$ cat config.mk
export PLATFORM = sky130hd
export DESIGN_NAME = os256_resample_ctrl_flat
export DESIGN_NICKNAME = d
export VERILOG_FILES = /design/src/rtl/os256_resample_ctrl_if.sv /design/src/rtl/os256_resample_ctrl.sv /design/src/flat_wrapper.sv
export SDC_FILE = /design/constraint.sdc
export NUM_CORES = 1
export LEC_CHECK = 0
export ABC_AREA = 1
export ABC_CLOCK_PERIOD_IN_PS = 6400
export CORE_UTILIZATION = 51
export CTS_CLUSTER_SIZE = 28
export DETAILED_ROUTE_END_ITERATION = 6
export PLACE_DENSITY = 0.84
export SLEW_MARGIN = 20
export SYNTH_ARGS = -nofsm -noshare
export SYNTH_HDL_FRONTEND = slang
export SYNTH_SLANG_ARGS = --single-unit
export TNS_END_PERCENT = 5
$ cat constraint.sdc
create_clock -name clk -period 6.4 [get_ports clk]
set_clock_uncertainty 0.1 [all_clocks]
set_input_delay 1.28 -clock clk [delete_from_list [all_inputs] [get_ports clk]]
set_output_delay 1.28 -clock clk [all_outputs]
set_load 0.02 [all_outputs]
$ cat src/rtl/os256_resample_ctrl_if.sv
// Input stream, tap bus and output stream of the resample controller.
// master = controller side, slave = stream source / taps / sink side.
interface os256_resample_ctrl_if;
    logic signed [15:0] in_data;
    logic               in_valid;
    logic               in_ready;
    logic               tap_shift;
    logic        [7:0]  tap_phase;
    logic signed [15:0] tap_din;
    logic signed [31:0] kout0;
    logic signed [31:0] kout1;
    logic signed [31:0] kout2;
    logic signed [31:0] kout3;
    logic signed [15:0] out_data;
    logic               out_valid;

    modport master (
        input  in_data, in_valid,
        input  kout0, kout1, kout2, kout3,
        output in_ready, tap_shift, tap_phase, tap_din,
        output out_data, out_valid
    );

    modport slave (
        output in_data, in_valid,
        output kout0, kout1, kout2, kout3,
        input  in_ready, tap_shift, tap_phase, tap_din,
        input  out_data, out_valid
    );
endinterface

$ cat src/rtl/os256_resample_ctrl.sv
// Lanczos-2 resample control: U8.8 phase accumulator driving the
// tap shift/phase bus, plus round/saturate of the summed tap products.
module os256_resample_ctrl #(
    parameter int FILL_COUNT  = 4,
    parameter int TAP_LATENCY = 3
) (
    input  logic        clk,
    input  logic        reset,
    input  logic        enable,
    input  logic [15:0] step,
    os256_resample_ctrl_if.master bus
);
    typedef enum logic {FETCH, ISSUE} state_t;

    state_t                   state, state_nx;
    logic [7:0]               frac, frac_nx;
    logic [8:0]               pending, pending_nx;
    logic [TAP_LATENCY-1:0]   dly;
    logic                     ready, xfer, issue;
    logic [15:0]              step_eff;
    logic [16:0]              acc;
    logic signed [33:0]       sum, rnd;
    logic signed [15:0]       sat, out_q;
    logic                     vld_q;

    assign step_eff = (step == 16'd0) ? 16'd1 : step;
    assign acc      = {9'd0, frac} + {1'b0, step_eff};

    // Reset gating keeps in_ready low for the whole reset window.
    assign ready = ~reset & enable & (state == FETCH) & (pending != 9'd0);
    assign xfer  = bus.in_valid & ready;

    always_comb begin
        state_nx   = state;
        frac_nx    = frac;
        pending_nx = pending;
        issue      = 1'b0;
        unique case (state)
            FETCH: begin
                if (enable) begin
                    if (xfer) pending_nx = pending - 9'd1;
                    if (pending_nx == 9'd0) state_nx = ISSUE;
                end
            end
            ISSUE: begin
                if (enable) begin
                    issue      = 1'b1;
                    frac_nx    = acc[7:0];
                    pending_nx = acc[16:8];
                    state_nx   = (acc[16:8] == 9'd0) ? ISSUE : FETCH;
                end
            end
        endcase
    end

    assign sum = {{2{bus.kout0[31]}}, bus.kout0}
               + {{2{bus.kout1[31]}}, bus.kout1}
               + {{2{bus.kout2[31]}}, bus.kout2}
               + {{2{bus.kout3[31]}}, bus.kout3};
    assign rnd = (sum + 34'sh8000) >>> 16;

    always_comb begin
        if (rnd > 34'sd32767)       sat = 16'sh7fff;
        else if (rnd < -34'sd32768) sat = 16'sh8000;
        else                        sat = rnd[15:0];
    end

    always_ff @(posedge clk) begin
        if (reset) begin
            state   <= FETCH;
            frac    <= 8'd0;
            pending <= FILL_COUNT[8:0];
            dly     <= '0;
            out_q   <= 16'sd0;
            vld_q   <= 1'b0;
        end else begin
            state   <= state_nx;
            frac    <= frac_nx;
            pending <= pending_nx;
            // Drains regardless of enable so in-flight issues complete.
            dly     <= (dly << 1) | TAP_LATENCY'(issue);
            vld_q   <= dly[TAP_LATENCY-1];
            if (dly[TAP_LATENCY-1]) out_q <= sat;
        end
    end

    assign bus.in_ready  = ready;
    assign bus.tap_shift = xfer;
    assign bus.tap_phase = frac;
    assign bus.tap_din   = bus.in_data;
    assign bus.out_data  = out_q;
    assign bus.out_valid = vld_q;
endmodule

$ cat src/flat_wrapper.sv
// flat-port wrapper written by rule: the top's interface ports become plain ports
module os256_resample_ctrl_flat 
#(
    parameter int FILL_COUNT  = 4,
    parameter int TAP_LATENCY = 3
)
  (clk, reset, enable, step, bus_in_data, bus_in_valid, bus_kout0, bus_kout1, bus_kout2, bus_kout3, bus_in_ready, bus_tap_shift, bus_tap_phase, bus_tap_din, bus_out_data, bus_out_valid);
  os256_resample_ctrl_if bus_i ();
  input  logic clk;
  input  logic reset;
  input  logic enable;
  input  logic [15:0] step;
  input wire logic [$bits(bus_i.in_data)-1:0] bus_in_data;
  input wire logic [$bits(bus_i.in_valid)-1:0] bus_in_valid;
  input wire logic [$bits(bus_i.kout0)-1:0] bus_kout0;
  input wire logic [$bits(bus_i.kout1)-1:0] bus_kout1;
  input wire logic [$bits(bus_i.kout2)-1:0] bus_kout2;
  input wire logic [$bits(bus_i.kout3)-1:0] bus_kout3;
  output wire logic [$bits(bus_i.in_ready)-1:0] bus_in_ready;
  output wire logic [$bits(bus_i.tap_shift)-1:0] bus_tap_shift;
  output wire logic [$bits(bus_i.tap_phase)-1:0] bus_tap_phase;
  output wire logic [$bits(bus_i.tap_din)-1:0] bus_tap_din;
  output wire logic [$bits(bus_i.out_data)-1:0] bus_out_data;
  output wire logic [$bits(bus_i.out_valid)-1:0] bus_out_valid;
  assign bus_i.in_data = bus_in_data;
  assign bus_i.in_valid = bus_in_valid;
  assign bus_i.kout0 = bus_kout0;
  assign bus_i.kout1 = bus_kout1;
  assign bus_i.kout2 = bus_kout2;
  assign bus_i.kout3 = bus_kout3;
  assign bus_in_ready = bus_i.in_ready;
  assign bus_tap_shift = bus_i.tap_shift;
  assign bus_tap_phase = bus_i.tap_phase;
  assign bus_tap_din = bus_i.tap_din;
  assign bus_out_data = bus_i.out_data;
  assign bus_out_valid = bus_i.out_valid;
  os256_resample_ctrl #(.FILL_COUNT(FILL_COUNT), .TAP_LATENCY(TAP_LATENCY)) u_core (.clk(clk), .reset(reset), .enable(enable), .step(step), .bus(bus_i));
endmodule
# ---- Word-level counts from Yosys, hierarchy flattened
# Cells that the tools add are included.
dict set report word_totals {
  reg_bits 38
  in_bits 164
  out_inout_bits 43
  elab_cells 45
}
dict set report classes {
  n_addsub 6
  n_lt_le_gt_ge 2
  eq_ne 2
  mux 16
  n_bitwise 7
  n_reduce_logical 6
}
# operator n
set ops {}
lappend ops {{adder 34 bit} 2}
lappend ops {{two-way mux 16 bit} 3}
lappend ops {{two-way mux 9 bit} 5}
lappend ops {{adder 34 x 17 -> 34 bit, second input constant} 1}
lappend ops {{adder 32 x 32 -> 33 bit} 1}
lappend ops {{> comparator 18 x 16 -> 1 bit, second input constant} 1}
lappend ops {{logical NOT 9 bit} 2}
lappend ops {{less-than comparator 18 x 16 -> 1 bit, second input constant} 1}
lappend ops {{case mux 9 bit (2 select lines)} 1}
lappend ops {{adder 8 x 16 -> 17 bit} 1}
lappend ops {{logical NOT 16 bit} 1}
lappend ops {{nonzero test 9 bit} 1}
lappend ops {{subtractor 9 x 1 -> 9 bit, second input constant} 1}
lappend ops {{two-way mux 1 bit} 6}
lappend ops {{AND 1 bit} 4}
lappend ops {{inequality test 2 bit, second input constant} 2}
lappend ops {{AND reduction 2 bit} 2}
lappend ops {{bitwise OR 3 x 1 -> 3 bit} 1}
lappend ops {{NOT 1 bit} 2}
lappend ops {{case mux 1 bit (2 select lines)} 1}

# ---- Logic depth before layout (Yosys ltp)
# Gate-level depths: netlist of the first run.
dict set report depth {
  ltp_word 12
  mapped_depth 30
  depth_no_buf 29
}

# ---- Least setup slack after synthesis of the first run
# Ideal clock, no wire load.
dict set report synth_timing {
  kind {in2reg}
  from {in bus_kout1[0]}
  to {reg u_core.out_q[5] (netlist: u_core.bus.out_data[5])}
  setup_ns 0.122
  arrival_time_ns 5.317
  required_time_ns 6.178
  path_slack_ns 0.861
  stages 26
  n_path_buf 1
  cell_sequence {ha_1 > fa_1 > nand3_1 > nand3_1 > a21oi_1 > o21bai_2 > a21oi_1 > o21ai_1 > nand2_1 > nand2_1 > xnor2_1 > fa_1 > inv_1 > ha_1 > ha_1 > a21oi_1 > nand2_1 > nand2_1 > nand2_1 > a21oi_2 > nand3_1 > nand2_1 > nand3_2 > a21oi_4 > buf_6 > a21oi_2}
}
dict set report synth_via {
  elab_chain_cells 7
  word_cells_on_any_way 8
  classes_between {add/sub: 4; order compare: 2; mux: 2}
}
# item line_no
set synth_lines {}
lappend synth_lines {{from (decl)} flat_wrapper.sv:16} ;# input wire logic [$bits(bus_i.kout1)-1:0] bus_kout1;
lappend synth_lines {{adder 32 x 32 -> 33 bit *} os256_resample_ctrl.sv:57} ;# + {{2{bus.kout1[31]}}, bus.kout1}
lappend synth_lines {{adder 34 bit *} os256_resample_ctrl.sv:58} ;# + {{2{bus.kout2[31]}}, bus.kout2}
lappend synth_lines {{adder 34 bit *} os256_resample_ctrl.sv:59} ;# + {{2{bus.kout3[31]}}, bus.kout3};
lappend synth_lines {{adder 34 x 17 -> 34 bit *} os256_resample_ctrl.sv:60} ;# assign rnd = (sum + 34'sh8000) >>> 16;
lappend synth_lines {{less-than comparator 18 x 16 -> 1 bit} os256_resample_ctrl.sv:64} ;# else if (rnd < -34'sd32768) sat = 16'sh8000;
lappend synth_lines {{two-way mux 16 bit} os256_resample_ctrl.sv:64}
lappend synth_lines {{two-way mux 16 bit *} os256_resample_ctrl.sv:63} ;# if (rnd > 34'sd32767) sat = 16'sh7fff;
lappend synth_lines {{to (signal assigned)} os256_resample_ctrl.sv:83} ;# if (dly[TAP_LATENCY-1]) out_q <= sat;
lappend synth_lines {{to (decl)} os256_resample_ctrl.sv:23} ;# logic signed [15:0] sat, out_q;
# Mark *: on every way between the ends. The rest lies on a longest branch, timed or not.
# A chain may end at the register's enable or synchronous reset.

# ---- Final worst setup path of the first run
dict set report layout_timing {
  from {in bus_kout1[2]}
  to {reg u_core.out_q[2] (netlist: u_core.bus.out_data[2])}
}
# The elaborated chain is that of the path after synthesis.

==> results.cfg, run 1 <==
[sta]
layout_min_cycle_time_ns = 6.06
clock.fmax_mhz = 165
finalCritPeriodShare_pct = 94.7
fin_setup_tns_ns = 0
worst_slack_ns = 0.340
finalHoldViolCount = 0
worstMarginPinSlew_ns = 0.554
setup_viol = 0
slew_headroom_pct = 63.0
holdWs_ns = 0.314
final_max_slew_viol_count = 0

[worst_setup_path]
path_class = input pin to flop
cp_max_fo = 15
arrival_ns = 6.13
start_kind = input pin
crit_top_cell = nand2_1
endpoint_kind = flop
ff2ff_path_depth = 14
required_ns = 6.47
slowest_delay_ns = 0.48
crit_slowest_cell = fa_1

[synthesis]
synthFlopType = dfxtp_1
seq_area_frac_synth_pct = 10.2
postSynthCellCount = 1174
netlist_area_um2 = 7480
synth_top_family_by_area = adder cells
syn_avg_cell_area_um2 = 6.37
async_flop_share_pct = 0
ys_ff_latch = 38
ys_warn_count = 0
synthMuxAreaShare_pct = 0
synthAdderAreaFrac_pct = 26.3
synth_edf_count = 0
yosys.area_share.simple_pct = 26.0
synth_nets = 1475
synth_compound_area_share_pct = 17.3
yosysUniqueCellTypes = 45
synthXorXnorAreaFrac_pct = 6.32

[routing]
drc_errors = 0
drtPass1Iterations = 6
wl_um = 19700
drtIter0Drc = 452
ant_nets = 0
via_per_inst = 5.21
wire_per_inst_um = 13.1
vias = 7867

[power_and_ir_drop]
irDropWorstVdd_v = 0.000122
p_leak_nw = 4.78
power_density_nw_per_um2 = 255

[floorplanning]
die_w_um = 123
coreArea_um2 = 14100
die-height_um = 123
ios = 207
start_util_pct = 53.1
dieArea_um2 = 15200
num_rows = 43

[cts]
clk_latency_ns = 0.28
clock-sinks = 38
hold_buffers = 0
cts_setup_buffers = 0
clockRootBuffer = clkbuf_16
clk_pin_slew_ns = 0.06
h-tree-depth = 2
clock_path_buffers = 2
cts-buffers-inserted = 5
cts_tree = yes

[run]
max_cap_viol_count = 0

[placed_design]
place.port_buffers = 174
gp_congestion = 0.954
dpl.cell_count = 1501
hpwlAfterDp_um = 17200
place_ws_ns = -0.0479

[finish]
syn2layout_area_growth_pct = 26.7
multi_input_area_um2 = 5700
antenna_cells = 0
final_common_cell = nand2_1
seq_area_um2 = 761
nets = 1629
layout-drive-gt1-share_pct = 3.84
fin_cells = 1509
utilization_pct = 67.2
layout_common_cells = 284 x nand2_1, 214 x inv_1, 174 x clkdlybuf4s50_1, 103 x nor2_1, 102 x ha_1
fill_cells = 1242

[global_route]
antenna_found_initial = 0
grt_max_degree = 24
overflow = 0
grt_pass1_wl_um = 32500
grt_util_all_layers_pct = 26.3
grt_pass1_vias = 7543

[min_path]
hold_class = flop to flop
hold-path-cell-count = 2

[run_status]
outcome = finished clean
[cells by family after synthesis]
| logic type | Yosys count |
|---|---|
| compound gates | 218 |
| xor+xnor | 54 |
| fa+ha+maj | 137 |
| buf+inv | 252 |
| flops | 38 |
| simple gates | 475 |
[synth_stat cells (7+ instances only)]
master	number	area, µm²
nor4_1	7	43.8
buf_4	16	120
clkbuf_1	13	48.8
o211ai_1	10	75.1
ha_1	103	1290
nand2_2	7	43.8
dfxtp_1	38	761
o21ai_0	55	275
a21oi_1	93	465
inv_1	214	803
fa_1	34	681
nand2_1	284	1070
a21o_1	7	52.6
nand3_1	43	215
o21bai_1	16	120
a21oi_2	11	96.3
nor3_1	16	80.1
nor2_1	104	390
xnor2_1	21	184
xor2_1	33	289
[metal layers]
metal  part of all wire [%]  routed length [µm]  GRT usage, %  vias up
met3                    6.6                1300          2.77       35
li1                       -                   -             -     4044
met4                    2.0                 385          6.93        0
met1                     44                8740          32.9     3487
met5                      0                   0             0        -
met2                     47                9290          47.8      301
[power breakdown]
part / switching, mW / internal, mW
clock network: 0.100 / 0.184
logic: 1.17 / 0.716
registers: 0.00857 / 0.244
total: 1.28 / 1.14
[metrics by stage]
stage	power, mW	area, µm²
after floorplan	1.68	7480
after global placement	2.07	9290
after detailed placement	2.10	9290
after CTS	2.40	9460
after global routing	2.68	9480
final	2.42	9480
[path summary, 6_finish.rpt]
path	from	to	slack (ns)
worst max-delay path	bus_kout1[2]	u_core.bus.out_data[2]$_SDFFE_PP0P_	0.34
worst min-delay path	u_core.dly[1]$_SDFF_PP0_	u_core.dly[2]$_SDFF_PP0_	0.31
worst max register to register	u_core.bus.tap_phase[0]$_SDFFE_PP0P_	u_core.state$_SDFF_PP0_	3.87
worst min register to register	u_core.dly[1]$_SDFF_PP0_	u_core.dly[2]$_SDFF_PP0_	0.31
[state kept, by name, summed over array words and instances (netlist names)]
name and flops:
u_core.bus.out_data 16, u_core.bus.out_valid 1, u_core.pending 9, u_core.dly 3, u_core.state 1, u_core.bus.tap_phase 8
[timing repair]
action	in CTS	in global routing
hold endpoints to repair	0	0
resized for setup	0	6
setup endpoints to repair	0	15
[layout make-up]
cell class	instances	area share, %
clock buffers	5	1.32
clock inverters	3	0.475
inverters	219	8.67
multi-input cells	884	60.1
flip-flops and latches	38	8.03
well taps	180	2.38
repair buffers	180	19.0
[worst max-delay path: cells and delay by family]
kind | cells | cell delay [ns]
simple gates | 9 | 0.87
compound gates | 9 | 1.71
fa+ha+maj | 4 | 1.51
xor+xnor | 1 | 0.15
buf+inv | 3 | 0.61
No activity file was read; power rests on OpenSTA's default activity.
==> run 2: changes to the inputs <==
- ABC_CLOCK_PERIOD_IN_PS: 6400 -> 7100
- CORE_UTILIZATION: 51 -> 55
- DONT_BUFFER_PORTS: default -> 1
- PLACE_DENSITY: 0.84 -> 0.7
- clock period: 6.4 -> 7.1 ns (I/O delays scaled with it)
==> results.cfg, run 2 (synthesis gave the netlist of run 1 again) <==
[floorplanning]
die-height_um = 119
coreArea_um2 = 13200
start_util_pct = 56.5
ios = 207
num_rows = 42
die_w_um = 119
dieArea_um2 = 14100

[sta]
slew_headroom_pct = 57.5
worst_slack_ns = 0.781
final_max_slew_viol_count = 0
layout_min_cycle_time_ns = 6.32
worstMarginPinSlew_ns = 0.630
rsz0062_at_grt = no
setup_viol = 0
fin_setup_tns_ns = 0
finalCritPeriodShare_pct = 89.0
finalHoldViolCount = 0
clock.fmax_mhz = 158
holdWs_ns = 0.308

[worst_setup_path]
required_ns = 7.15
path_buf_inv = 1
crit_family = compound AO/OA/AOI/OAI gates
slowest_delay_ns = 0.48
path_class = input pin to flop
endpoint_kind = flop
rrSetupSlack_ns = 4.45
crit_slowest_cell = fa_1
cp_max_fo = 15
arrival_ns = 6.36
crit_top_cell = nand2_1
start_kind = input pin

[global_route]
grt_pass1_vias = 6681
grt_util_all_layers_pct = 25.1
overflow = 0
grt_pass1_wl_um = 29200
antenna_found_initial = 0
grt_max_degree = 24

[placed_design]
place_ws_ns = 0.540
place.port_buffers = 0
hpwlAfterDp_um = 15200
place_area_um2 = 7490
gp_congestion = 0.909

[power_and_ir_drop]
power_report.internal_total_mw = 0.940
p_sw_mw = 1.10
clkPwrFrac_pct = 12.5
pwr-share-seq_pct = 11.3
p_sw_share_pct = 53.9
p_leak_nw = 4.09
power_density_nw_per_um2 = 266
irDropWorstVdd_v = 0.000108
combPwrFrac_pct = 76.1

[routing]
wire_per_inst_um = 13.1
drtIter0Drc = 419
drc_errors = 0
ant_nets = 0
drtPass1Iterations = 5
vias = 7018
via_per_inst = 5.30
wl_um = 17400

[min_path]
hold_class = flop to flop

[cts]
cts_tree = yes
postCtsResizedCells = 0
cts_setup_buffers = 0
clk_pin_slew_ns = 0.06
clock_path_buffers = 2
clockRootBuffer = clkbuf_16
hold_buffers = 0
cts-buffers-inserted = 5
clk_latency_ns = 0.29
h-tree-depth = 2
clock-sinks = 38

[finish]
seq_area_um2 = 761
nets = 1449
layout-drive-gt1-share_pct = 3.57
antenna_cells = 0
multi_input_area_um2 = 5690
layout_common_cells = 284 x nand2_1, 214 x inv_1, 104 x nor2_1, 103 x ha_1, 93 x a21oi_1
fin_area_um2 = 7660
fill_cells = 1365
largest_reg_flops = 16
final_common_cell = nand2_1
syn2layout_area_growth_pct = 2.43

[run]
max_cap_viol_count = 0

[run_status]
outcome = finished clean
-- run 2: changes by cell type in the layout (fill, tap and decap cells not counted), moves of 2 or more --
cell | previous run | this run
clkdlybuf4s50_1 | 174 | 0
buf_4 | 5 | 0
o21ai_0 | 53 | 55
o21ai_1 | 5 | 3
-- run 2: worst min-delay path, cell delays in order, from the launching register on --
cell	delay [ns]
dfxtp_1	0.29
inv_1	0.04
nor2_1	0.03
-- run 2: cell type report --
type,count,share of cell area [%]
Clock buffer,5,1.63
Clock inverter,3,0.588
Inverter,219,10.7
Multi-Input combinational cell,884,74.2
Sequential cell,38,9.93
Tap cell,176,2.87
-- run 2: path summary, 6_finish.rpt --
path / start / to / depth (start not counted)
setup reg to reg: u_core.bus.tap_phase[0]$_SDFFE_PP0P_ / u_core.state$_SDFF_PP0_ / 14
hold / removal: u_core.dly[1]$_SDFF_PP0_ / u_core.dly[2]$_SDFF_PP0_ / 2
hold reg to reg: u_core.dly[1]$_SDFF_PP0_ / u_core.dly[2]$_SDFF_PP0_ / 2
setup / recovery: bus_kout1[0] / u_core.bus.out_data[4]$_SDFFE_PP0P_ / 25
-- run 2: power by group through the flow --
stage          logic, mW  registers, mW  clock network [mW]
6_report            1.55          0.231               0.256
5_1_grt             1.79          0.232               0.272
4_1_cts             1.55          0.231               0.261
3_5_place_dp        1.54          0.236                   0
3_3_place_gp        1.54          0.236                   0
2_1_floorplan       1.28          0.233                   0
-- run 2: metrics by stage --
step	std cells	util, %	total power [mW]
6_report	1325	57.8	2.04
4_1_cts	1325	57.8	2.05
5_1_grt	1325	57.8	2.30
3_3_place_gp	1317	56.6	1.77
2_1_floorplan	1174	-	1.51
3_5_place_dp	1317	56.6	1.78
-- run 2: per-layer routing --
layer	part of all wire (%)	GRT usage, %	vias up
li1	-	-	3687
met1	46	31.6	3107
met2	47	44.3	201
met3	5.4	2.65	23
met4	2.2	8.23	0
met5	0	0	-
